### src/rtl/bira_sg_scheduler.sv
`default_nettype none
// ============================================================================
//  Module   : bira_sg_scheduler
//  Brief    : Session controller for the BIRA spare-allocation search. Resets
//             and steps the signal generator, forwards each DSSS/RLSS
//             candidate to the spare verification checker and stops on the
//             first pass, on exhaustion or on abort.
//  Revision : 1.0 - initial release
// ============================================================================
module bira_sg_scheduler #(
    parameter int DSSS_W  = 8,
    parameter int RLSS_W  = 3,
    parameter int TIMEOUT = 15,
    parameter int CNT_W   = 7
) (
    input  logic              clk,
    input  logic              rst,
    input  logic              start,
    input  logic [1:0]        spare_struct,
    input  logic              test_end,
    input  logic              must_fail,
    output logic              sg_rst,
    output logic              sg_step,
    input  logic              sg_valid,
    input  logic [DSSS_W-1:0] dsss_in,
    input  logic [RLSS_W-1:0] rlss_in,
    output logic              svc_start,
    output logic [DSSS_W-1:0] cand_dsss,
    output logic [RLSS_W-1:0] cand_rlss,
    input  logic              svc_done,
    input  logic              svc_pass,
    output logic              busy,
    output logic              done,
    output logic              repairable,
    output logic [1:0]        status,
    output logic [DSSS_W-1:0] sol_dsss,
    output logic [RLSS_W-1:0] sol_rlss,
    output logic [CNT_W-1:0]  cand_cnt
);

    // Timer counts 0..TIMEOUT-1; expiry is detected on the last count.
    localparam int                 c_tmr_w    = (TIMEOUT < 2) ? 1 : $clog2(TIMEOUT);
    localparam logic [c_tmr_w-1:0] c_tmr_last = c_tmr_w'(TIMEOUT - 1);

    localparam logic [1:0] c_st_none     = 2'b00;
    localparam logic [1:0] c_st_repaired = 2'b01;
    localparam logic [1:0] c_st_exhaust  = 2'b10;
    localparam logic [1:0] c_st_abort    = 2'b11;

    localparam logic [CNT_W-1:0] c_limit_s12 = CNT_W'(70);
    localparam logic [CNT_W-1:0] c_limit_s3  = CNT_W'(105);

    typedef enum logic [2:0] {
        S_IDLE      = 3'd0,
        S_INIT      = 3'd1,
        S_WAIT_TEST = 3'd2,
        S_STEP      = 3'd3,
        S_WAIT_CAND = 3'd4,
        S_WAIT_VERD = 3'd5,
        S_DONE      = 3'd6
    } state_t;

    state_t              r_state;
    state_t              w_state_nxt;

    logic [1:0]          r_struct;
    logic [c_tmr_w-1:0]  r_timer;
    logic [CNT_W-1:0]    r_cnt;
    logic [DSSS_W-1:0]   r_cand_dsss;
    logic [RLSS_W-1:0]   r_cand_rlss;
    logic [DSSS_W-1:0]   r_sol_dsss;
    logic [RLSS_W-1:0]   r_sol_rlss;
    logic [1:0]          r_status;
    logic                r_repairable;
    logic                r_svc_start;

    logic                w_busy;
    logic                w_accept;
    logic                w_capture;
    logic                w_timer_clr;
    logic                w_timer_inc;
    logic                w_win;
    logic                w_finish;
    logic [1:0]          w_fin_status;
    logic                w_tmr_exp;
    logic [CNT_W-1:0]    w_limit;

    assign w_busy    = (r_state != S_IDLE) && (r_state != S_DONE);
    assign w_tmr_exp = (r_timer == c_tmr_last);
    assign w_limit   = (r_struct == 2'd3) ? c_limit_s3 : c_limit_s12;

    // State register.
    always_ff @(posedge clk) begin
        if (rst) begin
            r_state <= S_IDLE;
        end else begin
            r_state <= w_state_nxt;
        end
    end

    // Next-state decode and datapath strobes; must_fail overrides everything.
    always_comb begin
        w_state_nxt  = r_state;
        w_accept     = 1'b0;
        w_capture    = 1'b0;
        w_timer_clr  = 1'b0;
        w_timer_inc  = 1'b0;
        w_win        = 1'b0;
        w_finish     = 1'b0;
        w_fin_status = c_st_none;

        case (r_state)
            S_IDLE, S_DONE: begin
                if (start) begin
                    w_accept    = 1'b1;
                    w_state_nxt = S_INIT;
                end
            end
            S_INIT: begin
                if (r_struct == 2'd0) begin
                    w_finish     = 1'b1;
                    w_fin_status = c_st_abort;
                    w_state_nxt  = S_DONE;
                end else begin
                    w_state_nxt  = S_WAIT_TEST;
                end
            end
            S_WAIT_TEST: begin
                if (test_end) begin
                    w_state_nxt = S_STEP;
                end
            end
            S_STEP: begin
                w_timer_clr = 1'b1;
                w_state_nxt = S_WAIT_CAND;
            end
            S_WAIT_CAND: begin
                // A handshake in the expiry cycle wins over the timeout.
                if (sg_valid) begin
                    if (dsss_in == '0) begin
                        w_finish     = 1'b1;
                        w_fin_status = c_st_exhaust;
                        w_state_nxt  = S_DONE;
                    end else begin
                        w_capture    = 1'b1;
                        w_timer_clr  = 1'b1;
                        w_state_nxt  = S_WAIT_VERD;
                    end
                end else if (w_tmr_exp) begin
                    w_finish     = 1'b1;
                    w_fin_status = c_st_abort;
                    w_state_nxt  = S_DONE;
                end else begin
                    w_timer_inc  = 1'b1;
                end
            end
            S_WAIT_VERD: begin
                if (svc_done) begin
                    if (svc_pass) begin
                        w_win        = 1'b1;
                        w_finish     = 1'b1;
                        w_fin_status = c_st_repaired;
                        w_state_nxt  = S_DONE;
                    end else if (r_cnt == w_limit) begin
                        w_finish     = 1'b1;
                        w_fin_status = c_st_exhaust;
                        w_state_nxt  = S_DONE;
                    end else begin
                        w_state_nxt  = S_STEP;
                    end
                end else if (w_tmr_exp) begin
                    w_finish     = 1'b1;
                    w_fin_status = c_st_abort;
                    w_state_nxt  = S_DONE;
                end else begin
                    w_timer_inc  = 1'b1;
                end
            end
            default: begin
                w_state_nxt = S_IDLE;
            end
        endcase

        if (must_fail && w_busy) begin
            w_capture    = 1'b0;
            w_win        = 1'b0;
            w_timer_clr  = 1'b0;
            w_timer_inc  = 1'b0;
            w_finish     = 1'b1;
            w_fin_status = c_st_abort;
            w_state_nxt  = S_DONE;
        end
    end

    // Session datapath: structure latch, timer, counter, candidate and result.
    always_ff @(posedge clk) begin
        if (rst) begin
            r_struct     <= 2'd0;
            r_timer      <= '0;
            r_cnt        <= '0;
            r_cand_dsss  <= '0;
            r_cand_rlss  <= '0;
            r_sol_dsss   <= '0;
            r_sol_rlss   <= '0;
            r_status     <= c_st_none;
            r_repairable <= 1'b0;
            r_svc_start  <= 1'b0;
        end else begin
            r_svc_start <= w_capture;

            if (w_accept) begin
                r_struct     <= spare_struct;
                r_cnt        <= '0;
                r_sol_dsss   <= '0;
                r_sol_rlss   <= '0;
                r_status     <= c_st_none;
                r_repairable <= 1'b0;
            end

            if (w_timer_clr) begin
                r_timer <= '0;
            end else if (w_timer_inc) begin
                r_timer <= r_timer + c_tmr_w'(1);
            end

            if (w_capture) begin
                r_cand_dsss <= dsss_in;
                r_cand_rlss <= rlss_in;
                r_cnt       <= r_cnt + CNT_W'(1);
            end

            if (w_finish) begin
                r_status <= w_fin_status;
            end

            if (w_win) begin
                r_sol_dsss   <= r_cand_dsss;
                r_sol_rlss   <= r_cand_rlss;
                r_repairable <= 1'b1;
            end
        end
    end

    assign sg_rst     = (r_state == S_INIT);
    assign sg_step    = (r_state == S_STEP);
    assign svc_start  = r_svc_start;
    assign cand_dsss  = r_cand_dsss;
    assign cand_rlss  = r_cand_rlss;
    assign busy       = w_busy;
    assign done       = (r_state == S_DONE);
    assign repairable = r_repairable;
    assign status     = r_status;
    assign sol_dsss   = r_sol_dsss;
    assign sol_rlss   = r_sol_rlss;
    assign cand_cnt   = r_cnt;

endmodule
`default_nettype wire

### config.mk
export PLATFORM = sky130hd
export DESIGN_NAME = bira_sg_scheduler
export DESIGN_NICKNAME = d
export VERILOG_FILES = /design/src/rtl/bira_sg_scheduler.sv
export SDC_FILE = /design/constraint.sdc
export NUM_CORES = 1
export LEC_CHECK = 0
export ABC_CLOCK_PERIOD_IN_PS = 2260
export CELL_PAD_IN_SITES_DETAIL_PLACEMENT = 0
export CELL_PAD_IN_SITES_GLOBAL_PLACEMENT = 1
export CORE_UTILIZATION = 34
export DETAILED_ROUTE_END_ITERATION = 10
export PLACE_DENSITY_LB_ADDON = 0.1
export SETUP_SLACK_MARGIN = 0.3
export SYNTH_ARGS = -nofsm -noshare
export SYNTH_HDL_FRONTEND = slang
export SYNTH_SLANG_ARGS = --single-unit
### constraint.sdc
create_clock -name clk -period 2.26 [get_ports clk]
set_input_delay 0.452 -clock clk [delete_from_list [all_inputs] [get_ports clk]]
set_output_delay 0.452 -clock clk [all_outputs]
set_load 0.02 [all_outputs]
# Yosys cells after proc, flatten, opt, wreduce, memory -nomap -nowiden
# Index checks and enable logic that the tools add are counted.
# Widths: inputs -> output; s select.
[totals]
register_bits = 42
latch_bits = 0
mem_bits_rw = 0
rom_bits = 0
in_bits = 21
output_inout_bits = 37
wordCells = 99
memories = 0
[classes]
n_addsub = 2
multipliers = 0
div_mod_pow = 0
order_cmp = 0
n_eq_ne = 14
shifts = 0
muxes = 57
bitwise_logic = 0
n_reduce_logical = 14
[ops]
columns = ["operator", "n"]
rows = [
  ["$mux 3", 11],
  ["$mux 1", 25],
  ["$mux 2", 11],
  ["$pmux 3 s6", 1],
  ["$mux 8", 2],
  ["$mux 7", 2],
  ["$eq 3x3->1 const B", 3],
  ["$ne 3x3->1 const B", 3],
  ["$logic_not 8->1", 1],
  ["$add 7x1->7 const B", 1],
  ["$eq 7x7->1", 1],
  ["$eq 3x2->1 const B", 2],
  ["$mux 6", 1],
  ["$pmux 2 s3", 1],
  ["$reduce_bool 2->1", 3],
  ["$reduce_or 2->1", 3],
  ["$add 4x1->4 const B", 1],
  ["$eq 4x4->1 const B", 1],
  ["$ne 2x2->1 const B", 2],
  ["$pmux 1 s2", 2],
  ["$reduce_and 2->1", 2],
  ["$eq 3x1->1 const B", 1],
  ["$logic_not 3->1", 1],
  ["$pmux 1 s3", 1],
  ["4 further kinds", 5],
]

# Longest topological paths before layout
[depth]
word_depth = 9
mapped_depth = 7
mapped_depth_nobuf = 7

# Worst setup path before layout
# No wires, ideal clock.
[synth_timing]
kind = "register -> register"
from = "reg r_cnt[0], in the netlist cand_cnt[0]"
to = "reg r_status[0], in the netlist status[0]"
setup_ns = 0.147
t_arrival_ns = 1.609
required_ns = 2.113
path_slack_ns = 0.504
path_stages_with_launch = 6
n_path_buf = 0
synth_period_minus_slack_ns = 1.756
cell_sequence = "dfxtp_1 > nand4_1 > or4b_4 > a211oi_2 > nand4b_1 > a41oi_1"
[synth_via]
elab_chain_len = 7
word_cells_on_any_way = 8
classes_between = "1 x eq/ne; 6 x mux; 1 x reduce/logical"
[synth_rtl]
columns = ["element", "line", "text"]
rows = [
  ["from (decl)", "68", "logic [CNT_W-1:0] r_cnt;"],
  ["from (signal assigned)", "229", "r_cnt <= r_cnt + CNT_W'(1);"],
  ["$eq 7x7->1 (*)", "164", "end else if (r_cnt == w_limit) begin"],
  ["$mux 1 (*)", "164", ""],
  ["$mux 1 (*)", "159", "if (svc_pass) begin"],
  ["$mux 1 (*)", "158", "if (svc_done) begin"],
  ["$pmux 1 s3 (*)", "112", "case (r_state)"],
  ["$mux 1 (*)", "184", "if (must_fail && w_busy) begin"],
  ["$mux 2 / $reduce_bool 2->1 (equally long branches)", "--", ""],
  ["to (signal assigned)", "205", "r_status <= c_st_none;"],
  ["to (signal assigned)", "216", "r_status <= c_st_none;"],
  ["to (signal assigned)", "233", "r_status <= w_fin_status;"],
  ["to (decl)", "73", "logic [1:0] r_status;"],
]
# Every way passes the cells marked *; elsewhere a longest branch is shown, timed or not.
# A chain may end at the register's enable or synchronous reset.

# Worst setup path in the final report
[layout_timing]
from = "in dsss_in[0]"
to = "reg r_cnt[6], in the netlist cand_cnt[6]"
[layout_via]
elab_chain_len = 6
word_cells_on_any_way = 7
classes_between = "5 x mux; 2 x reduce/logical"
[layout_rtl]
columns = ["element", "line", "text"]
rows = [
  ["from (decl)", "25", "input logic [DSSS_W-1:0] dsss_in,"],
  ["$logic_not 8->1 (*)", "140", "if (dsss_in == '0) begin"],
  ["$mux 1 (*)", "140", ""],
  ["$mux 1 (*)", "139", "if (sg_valid) begin"],
  ["$mux 1 (*)", "112", ""],
  ["$mux 1 (*)", "184", ""],
  ["$mux 7 / $reduce_bool 2->1 (equally long branches)", "--", ""],
]
# Marks and branches as above.

==> results.sh <==
export IMPL_drv_cap=0
export IMPL_die_h_um=79.3
export IMPL_synthMuxAreaShare_pct=2.03
export IMPL_nNetsFinal=337
export IMPL_cp_data_arrival_time_ps=2130
export IMPL_criticalPathCategory="input pin to flop"
export IMPL_first_pass_iters=5
export IMPL_cpPeakStageDelay_ps=480
export IMPL_post_place_ws_ps=54.8
export IMPL_slew_viol_final=0
export IMPL_netlist_area_sq_um=2030
export IMPL_routedWlPerCell_um=14.4
export IMPL_worst_pin_slew_ps=521
export IMPL_status="finished, final reports clean"
export IMPL_wirelength_um=5580
export IMPL_rsz0062_at_grt="yes"
export IMPL_grtUsageMet1_pct=25.6
export IMPL_syn_avg_cell_area_sq_um=8.18
export IMPL_design_core_area_sq_um=5640
export IMPL_dp_hpwl_um=3860
export IMPL_grt_max_degree=32
export IMPL_worstSetupEndpointType="flop"
export IMPL_grt_use_total_pct=18.8
export IMPL_p_comb_share_pct=37.8
export IMPL_num_io_pins=58
export IMPL_grt_util_met2_pct=29.1
export IMPL_setup_ws_ps=363
export IMPL_initial_utilization_pct=36.0
export IMPL_internal_power_uw=1570
export IMPL_synth_compound_area_share_pct=17.9
export IMPL_synth_xor_area_share_pct=1.73
export IMPL_layout_common_cells="clkdlybuf4s50_1, nand2_1, dfxtp_1"
export IMPL_crit_slowest_cell="clkdlybuf4s50_1"
export IMPL_io_buffers=57
export IMPL_ant_nets=0
export IMPL_ys_warn_count=0
export IMPL_synth_edf_count=0
export IMPL_crit_chain="clkdlybuf4s50_1 -> nor4_1 -> buf_4 -> a211o_1 -> buf_4 -> or3_1 -> a31oi_1"
export IMPL_syn_num_nets=272
export IMPL_switchingPower_uw=872
export IMPL_cts_tree="done"
export IMPL_htree_levels=2
export IMPL_syn_inst=248
export IMPL_avgViaCountPerCell=5.22
export IMPL_cts_setup_buffers=0
export IMPL_path_delay_family="buffers and inverters"
export IMPL_diodes=0
export IMPL_cts_root_buf="clkbuf_8"
export IMPL_clk_latency_ps=300
export IMPL_clk_pin_slew_ps=80
export IMPL_final_setup_tns_ps=0
export IMPL_worst_setup_path_start_kind="input pin"
export IMPL_hold_class="flop to flop"
export IMPL_clock_skew_ps=9.38
export IMPL_cts_buffer_depth=2
export IMPL_overflow=0
export IMPL_synth_cell_types=46
export IMPL_synth_adder_area_share_pct=1.85
export IMPL_drcViolationCount=0
export IMPL_max_freq_ghz=0.527
export IMPL_die_area_sq_um=6280
export IMPL_route_vias_total=2016
export IMPL_finalWeightedCongestion=0.756
export IMPL_grt_first_pass_wirelength_um=9160
export IMPL_die_w_um=79.3
export IMPL_yosysSeqAreaShare_pct=41.4
export IMPL_cp_required_ps=2490
export IMPL_min_period_over_period_pct=84.0
export IMPL_grt_busiest_layer="met2"
export IMPL_p_clk_share_pct=24.2
export IMPL_timing_critical_path_mode_cell="buf_4"
export IMPL_first_global_vias=1825
export IMPL_switching_share_pct=35.7
export IMPL_power_density_nw_per_um2=857
export IMPL_nFillCells=558
export IMPL_crit_fanout=7
export IMPL_setup_viol=0
export IMPL_grt_antenna_before_repair=0
export IMPL_synth_async_reset_ratio_pct=0
export IMPL_use_met3_pct=4.83
export IMPL_slew_headroom_pct=64.9
export IMPL_seqPwrFrac_pct=38.0
export IMPL_drtIter0Drc=102
export IMPL_area_delta_synth_final_pct=40.3
export IMPL_yosys_area_share_simple_pct=28.9
export IMPL_final_hold_violation_count=0
export IMPL_ys_ff_latch=42
export IMPL_cts_inserted_buffers=5
export IMPL_fin_crit_ps=1900
export IMPL_cts_sink_count=42
export IMPL_synthFlopType="dfxtp_1"
export IMPL_ir_drop_mv=0.545
export IMPL_synth_top_family_by_area="simple AND/OR/NAND/NOR gates"
export IMPL_drive_gt1_share_pct=9.87
export IMPL_layout_commonest_cell="clkdlybuf4s50_1"
export IMPL_rows=27
export IMPL_worst_path_buf_inv=3
export IMPL_p_leak_uw=0.00102
-- cells by family (layout without fill, tap and decap cells) --
group	count (synthesis)	count (layout)
xor gates and xnor gates	4	4
muxes	4	4
buffers and inverters	20	86
AOI/OAI and AO/OA	62	62
DFF	42	42
adders and majority gates	3	3
and+or+nand+nor	113	113
-- metrics by stage --
| step | util, % | hold slack [ps] | cells | total power [uW] | area [sq um] |
|---|---|---|---|---|---|
| finish | 50.5 | 458 | 386 | 2440 | 2850 |
| global route | 50.5 | 487 | 386 | 2610 | 2850 |
| CTS | 50.3 | 465 | 386 | 2460 | 2840 |
| detailed placement | 48.4 | 450 | 378 | 1870 | 2730 |
| global placement | 48.4 | 443 | 378 | 1880 | 2730 |
| floorplan | - | 480 | 248 | 1550 | 2030 |
-- state kept, by name, summed over array words and instances (netlist names) --
signal      flops
sol_rlss        3
status          2
r_timer         4
r_struct        2
sol_dsss        8
cand_cnt        7
r_state         3
repairable      1
svc_start       1
cand_dsss       8
cand_rlss       3
-- per-layer routing --
| layer | vias to the layer above | wire length, um |
|---|---|---|
| met2 | 57 | 2550 |
| met3 | 6 | 284 |
| met4 | 0 | 69 |
| met1 | 939 | 2670 |
| li1 | 1014 | - |
| met5 | - | 0 |
-- worst min-delay path, cell delays in order (launching register included) --
cell     delay, ps
dfxtp_1        320
nand2_1         50
a21oi_1         50
-- repair_timing --
action | 4_1_cts | 5_1_grt
endpoints found under the setup margin | 4 | 6
resized for setup | 7 | 3
gates cloned | 0 | 0
pin swaps | 0 | 0
hold buffers | 0 | 0
hold endpoints to repair | 0 | 0
-- final timing paths --
path / depth (start not counted) / slack [ps] / start / endpoint
hold / removal: 2 / 460 / repairable$_SDFFE_PP0P_ / repairable$_SDFFE_PP0P_
setup / recovery: 7 / 360 / dsss_in[0] / cand_cnt[6]$_SDFFE_PP0P_
hold reg to reg: 2 / 460 / repairable$_SDFFE_PP0P_ / repairable$_SDFFE_PP0P_
setup reg to reg: 7 / 460 / r_state[2]$_SDFFE_PP0P_ / cand_cnt[4]$_SDFFE_PP0P_
-- final cells by class --
type                    instances  area [sq um]  area share, %
inverters                       5          18.8          0.659
flip-flops and latches         42           846           29.7
clock inverters                 2          37.5           1.32
well taps                      72          90.1           3.16
multi-input cells             186          1070           37.6
repair buffers                 73           713           25.0
clock buffers                   6          72.6           2.55
-- synthesized netlist by cell type (2+ instances only) --
library cell	number	share of area, %
a211o_1	2	0.86
a211oi_1	5	1.8
a21oi_1	37	9.1
a31oi_1	4	1.2
and2_1	2	0.62
and3_1	4	1.2
buf_2	5	1.2
buf_6	2	1.1
clkbuf_1	4	0.74
clkbuf_8	2	1.4
dfxtp_1	42	41
ha_1	3	1.8
inv_1	5	0.92
mux2i_1	3	1.5
nand2_1	40	7.4
nand2b_1	4	1.2
nand3_1	20	4.9
nand3b_1	5	1.8
nand4_1	2	0.62
nand4b_1	3	1.3
nor2_1	19	3.5
nor4_1	3	0.92
o21ai_0	5	1.2
o22ai_1	2	0.62
or3_1	2	0.62
xor2_1	3	1.3
-- power by group through the flow --
| stage | clock, uW | sequential [uW] | combinational, uW |
|---|---|---|---|
| final | 590 | 928 | 922 |
| after global routing | 643 | 945 | 1020 |
| after floorplan | 0 | 926 | 622 |
| after detailed placement | 0 | 933 | 941 |
| after CTS | 613 | 926 | 920 |
| after global placement | 0 | 934 | 947 |
Power figures use the tool's default switching activity.
